## config.mk

```make
export PLATFORM = sky130hd
export DESIGN_NAME = inst_decode_stage
export DESIGN_NICKNAME = d
export VERILOG_FILES = /design/src/rtl/inst_decode_stage.sv
export SDC_FILE = /design/constraint.sdc
export NUM_CORES = 1
export LEC_CHECK = 0
export ABC_CLOCK_PERIOD_IN_PS = 5800
export BUFFER_PORTS_ARGS = -buffer_cell sky130_fd_sc_hd__buf_2
export CAP_MARGIN = 20
export CORE_MARGIN = 2
export CORE_UTILIZATION = 55
export CTS_BUF_LIST = sky130_fd_sc_hd__clkbuf_8
export DETAILED_ROUTE_END_ITERATION = 10
export PLACE_DENSITY = 0.84
export SETUP_SLACK_MARGIN = 0.2
export SKIP_CTS_REPAIR_TIMING = 1
export SYNTH_ARGS = -nofsm -noshare
export SYNTH_HDL_FRONTEND = slang
export SYNTH_SLANG_ARGS = --single-unit
export TNS_END_PERCENT = 30
```

## constraint.sdc

```tcl
create_clock -name clk -period 5.8 [get_ports clk]
set_input_delay 0.29 -clock clk [delete_from_list [all_inputs] [get_ports clk]]
set_output_delay 0.29 -clock clk [all_outputs]
set_load 0.02 [all_outputs]
```

## src/rtl/inst_decode_stage.sv

```systemverilog
// inst_decode_stage: pre-decodes fetched instructions and buffers them in a 2-entry skid buffer for the immediate generator
module inst_decode_stage #(
    parameter int              XLEN     = 32,
    parameter logic [XLEN-1:0] PC_RESET = '0
) (
    input  logic            clk,
    input  logic            rst,
    input  logic            flush,
    input  logic            in_valid,
    output logic            in_ready,
    input  logic [31:0]     inst_in,
    input  logic [XLEN-1:0] pc_in,
    output logic            out_valid,
    input  logic            out_ready,
    output logic [25:0]     inst_out,
    output logic [2:0]      imm_type_out,
    output logic [4:0]      rd_out,
    output logic [4:0]      rs1_out,
    output logic [4:0]      rs2_out,
    output logic [XLEN-1:0] pc_out,
    output logic            illegal_out,
    output logic [XLEN-1:0] dec_count
);
    typedef struct packed {
        logic [XLEN-1:0] pc;
        logic            ill;
        logic [2:0]      ty;
        logic [24:0]     ins;
    } entry_t;

    entry_t          head_q, head_d, skid_q, skid_d, new_e;
    logic            head_v_q, head_v_d, skid_v_q, skid_v_d;
    logic [XLEN-1:0] cnt_q, cnt_d;
    logic [2:0]      ty;
    logic            ill, acc, xfer;

    // Opcode pre-decode; a non-11 low pair never matches a listed opcode, so it lands in default
    always_comb begin
        ty  = 3'b111;
        ill = 1'b0;
        case (inst_in[6:0])
            7'b0000011, 7'b0010011, 7'b1100111, 7'b1110011: ty = 3'b000;
            7'b0100011:                                     ty = 3'b001;
            7'b1100011:                                     ty = 3'b010;
            7'b0110111, 7'b0010111:                         ty = 3'b011;
            7'b1101111:                                     ty = 3'b100;
            7'b0110011:                                     ty = 3'b111;
            default:                                        ill = 1'b1;
        endcase
    end

    assign new_e = '{pc: pc_in, ill: ill, ty: ty, ins: inst_in[31:7]};

    // Head/skid next state: skid refills head on transfer, new entries fill the first free slot
    always_comb begin
        acc      = in_valid & ~skid_v_q;
        xfer     = head_v_q & out_ready;
        head_d   = (skid_v_q & xfer) ? skid_q : ((acc & (~head_v_q | xfer)) ? new_e : head_q);
        skid_d   = (acc & head_v_q & ~xfer) ? new_e : skid_q;
        head_v_d = ~flush & ((head_v_q & ~xfer) | skid_v_q | acc);
        skid_v_d = ~flush & ((skid_v_q & ~xfer) | (acc & head_v_q & ~xfer));
        cnt_d    = cnt_q + XLEN'(xfer);
    end

    // State registers; reset wins over flush and handshakes
    always_ff @(posedge clk) begin
        if (rst) begin
            head_q   <= entry_t'{pc: PC_RESET, ill: 1'b0, ty: 3'b000, ins: 25'b0};
            skid_q   <= '0;
            head_v_q <= 1'b0;
            skid_v_q <= 1'b0;
            cnt_q    <= '0;
        end else begin
            head_q   <= head_d;
            skid_q   <= skid_d;
            head_v_q <= head_v_d;
            skid_v_q <= skid_v_d;
            cnt_q    <= cnt_d;
        end
    end

    assign in_ready     = ~skid_v_q;
    assign out_valid    = head_v_q;
    assign inst_out     = {1'b0, head_q.ins};
    assign imm_type_out = head_q.ty;
    assign rd_out       = head_q.ins[4:0];
    assign rs1_out      = head_q.ins[12:8];
    assign rs2_out      = head_q.ins[17:13];
    assign pc_out       = head_q.pc;
    assign illegal_out  = head_q.ill;
    assign dec_count    = cnt_q;
endmodule

```

# Yosys cells after proc, flatten, opt, wreduce, memory -nomap -nowiden
# Index checks and enable logic that the tools add are counted.
[totals]
regBits = 156
input_bits = 69
wordCells = 48
[op_classes]
n_addsub = 1
n_eq_ne = 10
muxes = 4
bitwise_logic = 18
reduce_logical = 4
[op_table]
columns = ["op", "n"]
rows = [
  ["$mux W61", 2],
  ["$add A32 B1 Y32", 1],
  ["$eq A7 B7 Y1 const B", 4],
  ["$eq A7 B6 Y1 const B", 3],
  ["$pmux W3 S5", 1],
  ["$eq A7 B5 Y1 const B", 2],
  ["$and A1 B1 Y1", 10],
  ["$reduce_or A10 Y1", 1],
  ["$eq A7 B2 Y1 const B", 1],
  ["$not A1 Y1", 4],
  ["$or A1 B1 Y1", 4],
  ["$reduce_or A4 Y1", 1],
  ["$reduce_bool A2 Y1", 1],
  ["$reduce_or A2 Y1", 1],
  ["$mux W1", 1],
]

# Depth between registers and ports, before layout
[depth]
word_depth = 6
mapped_depth = 8
depth_no_buf = 8

# Least setup slack after synthesis
# OpenSTA, ideal clock, no wires.
[synth_timing]
path_type = "reg2reg"
start = "reg head_v_q, in the netlist out_valid"
end = "reg cnt_q[28], in the netlist dec_count[28]"
setup_ns = 0.128
t_arrival_ns = 1.917
slack_ns = 3.755
path_stages_with_launch = 9
path_buffers = 0
synth_period_minus_slack_ns = 2.045
cell_sequence = "dfxtp_1 and2_1 ha_1 ha_1 inv_1 nor4_4 nand4_1 xor2_1 nor2_1"
[synth_between]
elab_chain_cells = 2
[synth_rtl]
columns = ["item", "line_no", "text"]
rows = [
  ["start, declared", "32", "logic head_v_q, head_v_d, skid_v_q, skid_v_d;"],
  ["start signal, assigned", "76", "head_v_q <= head_v_d;"],
  ["$and A1 B1 Y1", "57", "xfer = head_v_q & out_ready;"],
  ["$add A32 B1 Y32", "62", "cnt_d = cnt_q + XLEN'(xfer);"],
  ["end signal, assigned", "78", "cnt_q <= cnt_d;"],
  ["end, declared", "33", "logic [XLEN-1:0] cnt_q, cnt_d;"],
]
# No other way between the ends.
# A chain may end at the register's enable or synchronous reset.

# Final worst setup path
[layout_timing]
start = "reg head_v_q, in the netlist out_valid"
end = "reg head_q (netlist bit imm_type_out[1])"
[layout_between]
elab_chain_cells = 4
elab_cells_between_ends = 7
classes_between = "mux (1); bitwise (5); reduce/logical (1)"
[layout_rtl]
columns = ["item", "line_no", "text"]
rows = [
  ["$and A1 B1 Y1 or $not A1 Y1 (tied branches)", "57, 58", ""],
  ["$or A1 B1 Y1", "58", "head_d = (skid_v_q & xfer) ? skid_q : ((acc & (~head_v_q | xfer)) ? new_e : head_q);"],
  ["$and A1 B1 Y1", "58", ""],
  ["$reduce_bool A2 Y1 (no line)", "--", ""],
  ["end signal, assigned", "68", "head_q <= entry_t'{pc: PC_RESET, ill: 1'b0, ty: 3'b000, ins: 25'b0};"],
  ["end, declared", "31", "entry_t head_q, head_d, skid_q, skid_d, new_e;"],
]
# Several ways; a longest one is shown, not always the timed one.

==> flow_summary.ini <==
[detailed_routing]
dr.pass1.iters = 5
wl_mm = 14.7
num_vias = 5555
dr.first_iter.drc_count = 393
drt-met1-wl_mm = 6.43
drc = 0
routed-wl-met2_mm = 7.03
wl_met3_mm = 1.04
wire_per_inst_um = 14.3
highest_layer = met4
detail-route-antenna-nets = 0
routed_via_density = 5.41

[sta]
maxSlewViolCount = 0
clock.fmax_mhz = 399
hold_viol_final = 0
fin_tns_setup_ns = 0
relSlewSlack_pct = 40.7
period_share_pct = 43.2
skew_ns = 0.0131
worst_slack_ns = 3.29
fin_crit_ns = 2.51
setup_viol = 0
worst_pin_slew_ns = 0.890
grt_setup_unrepaired = no

[global_routing]
grt_max_degree = 89
grt.total_usage_pct = 24.1
grt_pass1_wl_mm = 22.9
grt_pass1_vias = 4916
antenna_found_initial = 0
overflow = 0

[pwr]
powerDensity_nw_per_um2 = 276
total_power_mw = 2.02
peakVddDrop_mv = 0.232
p_leak_nw = 3.12

[critical_path]
critPathSlowestCell = buf_4
crit_path_max_incr_delay_ns = 0.49
crit_path_start_kind = flip-flop
cp_cell_sequence = nor2b_1 -> nor3b_2 -> buf_4 -> nor2_4 -> buf_4 -> a22oi_1 -> a21oi_1
required_ns = 6.15
cp_common_cell = buf_4
worstSetupPathType = reg -> reg
crit_fanout = 62
arrival_ns = 2.86
crit_path_end_kind = flip-flop

[yosys]
yosysTopAreaCellShare_pct = 50.5
yosysSeqAreaShare_pct = 50.5
synthTopCellsByArea = dfxtp_1 (50%), nand2_1 (11%), a21oi_1 (9.9%)
syn_inst = 742
ys_types = 35
synth_area_um2 = 6180
syn_area_per_cell_um2 = 8.34
ys_warn_count = 0
yosys.area.top_type = dfxtp_1
syn-num-nets = 813
ys_ff_latch = 156

[die]
die_area_um2 = 12100
die_y_um = 110
initial_core_util_pct = 56.8
io-pin-count = 180
rows = 38
coreArea_um2 = 10900
die_x_um = 110

[worst_hold_path]
holdCritPathClass = in -> reg

[cts]
clk_latency_ns = 0.43
clkSinkCount = 156
cts_tree = built
htreeDepth = 4
cts_buffers = 17
clk_path_buf_depth = 2
root_buffer = clkbuf_8
clk_pin_slew_ns = 0.08

[placement]
port_buffers = 178
place_area_um2 = 6980
pre_cts_ws_ns = 3.29
hpwl_mm = 9.20
globalplace.congestion = 0.801

[finish]
syn_to_final_growth_pct = 18.2
diodes = 0
drive_above_1_share_pct = 25.1
nets = 947
final_cell_mix = nand2_1 (186), buf_2 (177), dfxtp_1 (156)
final_common_cell = nand2_1
design_area_um2 = 7310
fill_cells = 944

[job]
drv_cap = 0

[status]
status = finished clean
## where the power goes
group | switching (mW) | internal [mW]
clock network | 0.376 | 0.317
logic | 0.132 | 0.0690
registers | 0.0195 | 1.10
## per-layer routing
metal | global-route usage [%] | vias to the layer above
met5 | 0 | -
met4 | 8.14 | 0
met3 | 5.82 | 12
met2 | 39.5 | 185
met1 | 31.1 | 2580
li1 | - | 2778
## synth_stat cells
master,instances
nand2_1,186
dfxtp_1,156
a21oi_1,122
a22oi_1,61
clkbuf_1,41
nor2_1,38
xor2_1,26
nand3_1,19
buf_4,16
buf_2,12
nand4_1,11
and3_1,6
inv_1,5
nor2b_1,4
nor3_1,4
a211o_1,3
a211oi_1,3
nand2b_1,3
xnor2_1,3
and2_1,2
and4_1,2
ha_1,2
nand4_4,2
nor4_4,2
o22ai_1,2
or3_1,2
and3b_1,1
and4_2,1
conb_1,1
nor3_2,1
nor3b_1,1
o21a_1,1
o21ai_0,1
o21bai_1,1
or2_1,1
## worst max-delay path: cells and delay by family, from the launching register on
kind,cells,cell delay (ns)
and+or+nand+nor,3,0.88
buffers and inverters,2,0.84
DFF,1,0.36
AOI/OAI and AO/OA,2,0.32
## flip-flops by register name (all words and copies together), names as in the netlist
name,count
dec_count,32
illegal_out,1
imm_type_out,3
inst_out,25
out_valid,1
pc_out,32
skid_q,61
skid_v_q,1
## per-stage QoR
step                utilization, %  hold slack (ns)  cells
floorplan                        -            0.367    742
global placement              64.1            0.439    997
detailed placement            64.1            0.446    997
CTS                           67.2           0.0106   1027
global route                  67.2           0.0219   1027
finish                        67.2           0.0365   1027
## logic make-up (layout without fill, tap and decap cells)
family | after synthesis | after routing | synth area share, %
XOR/XNOR | 29 | 29 | 4.11
adder cells (fa/ha/maj) | 2 | 2 | 0.405
other | 1 | 1 | 0.0606
buffers and inverters | 74 | 219 | 5.71
flip-flops | 156 | 156 | 50.5
AO/OA/AOI/OAI | 194 | 194 | 18.6
AND/OR/NAND/NOR | 286 | 286 | 20.6
## area by class of cell
type | instances | area (um^2) | area share, %
sequential | 156 | 3120 | 42.7
tap | 140 | 175 | 2.40
clock buffer | 20 | 275 | 3.76
multi-input combinational | 512 | 2730 | 37.3
timing repair buffer | 184 | 938 | 12.8
clock inverter | 10 | 52.6 | 0.719
inverter | 5 | 18.8 | 0.257
## path summary, 6_finish.rpt
check / start / to / slack [ns] / depth (start not counted)
max: out_valid$_SDFF_PP0_ / imm_type_out[1]$_SDFFE_PP0P_ / 3.29 / 7
min: flush / skid_v_q$_SDFF_PP0_ / 0.04 / 2
max reg2reg: out_valid$_SDFF_PP0_ / imm_type_out[1]$_SDFFE_PP0P_ / 3.29 / 7
min reg2reg: pc_out[29]$_SDFFE_PP0P_ / pc_out[29]$_SDFFE_PP0P_ / 0.45 / 2
Note: power is estimated with default switching activity, not from simulation.
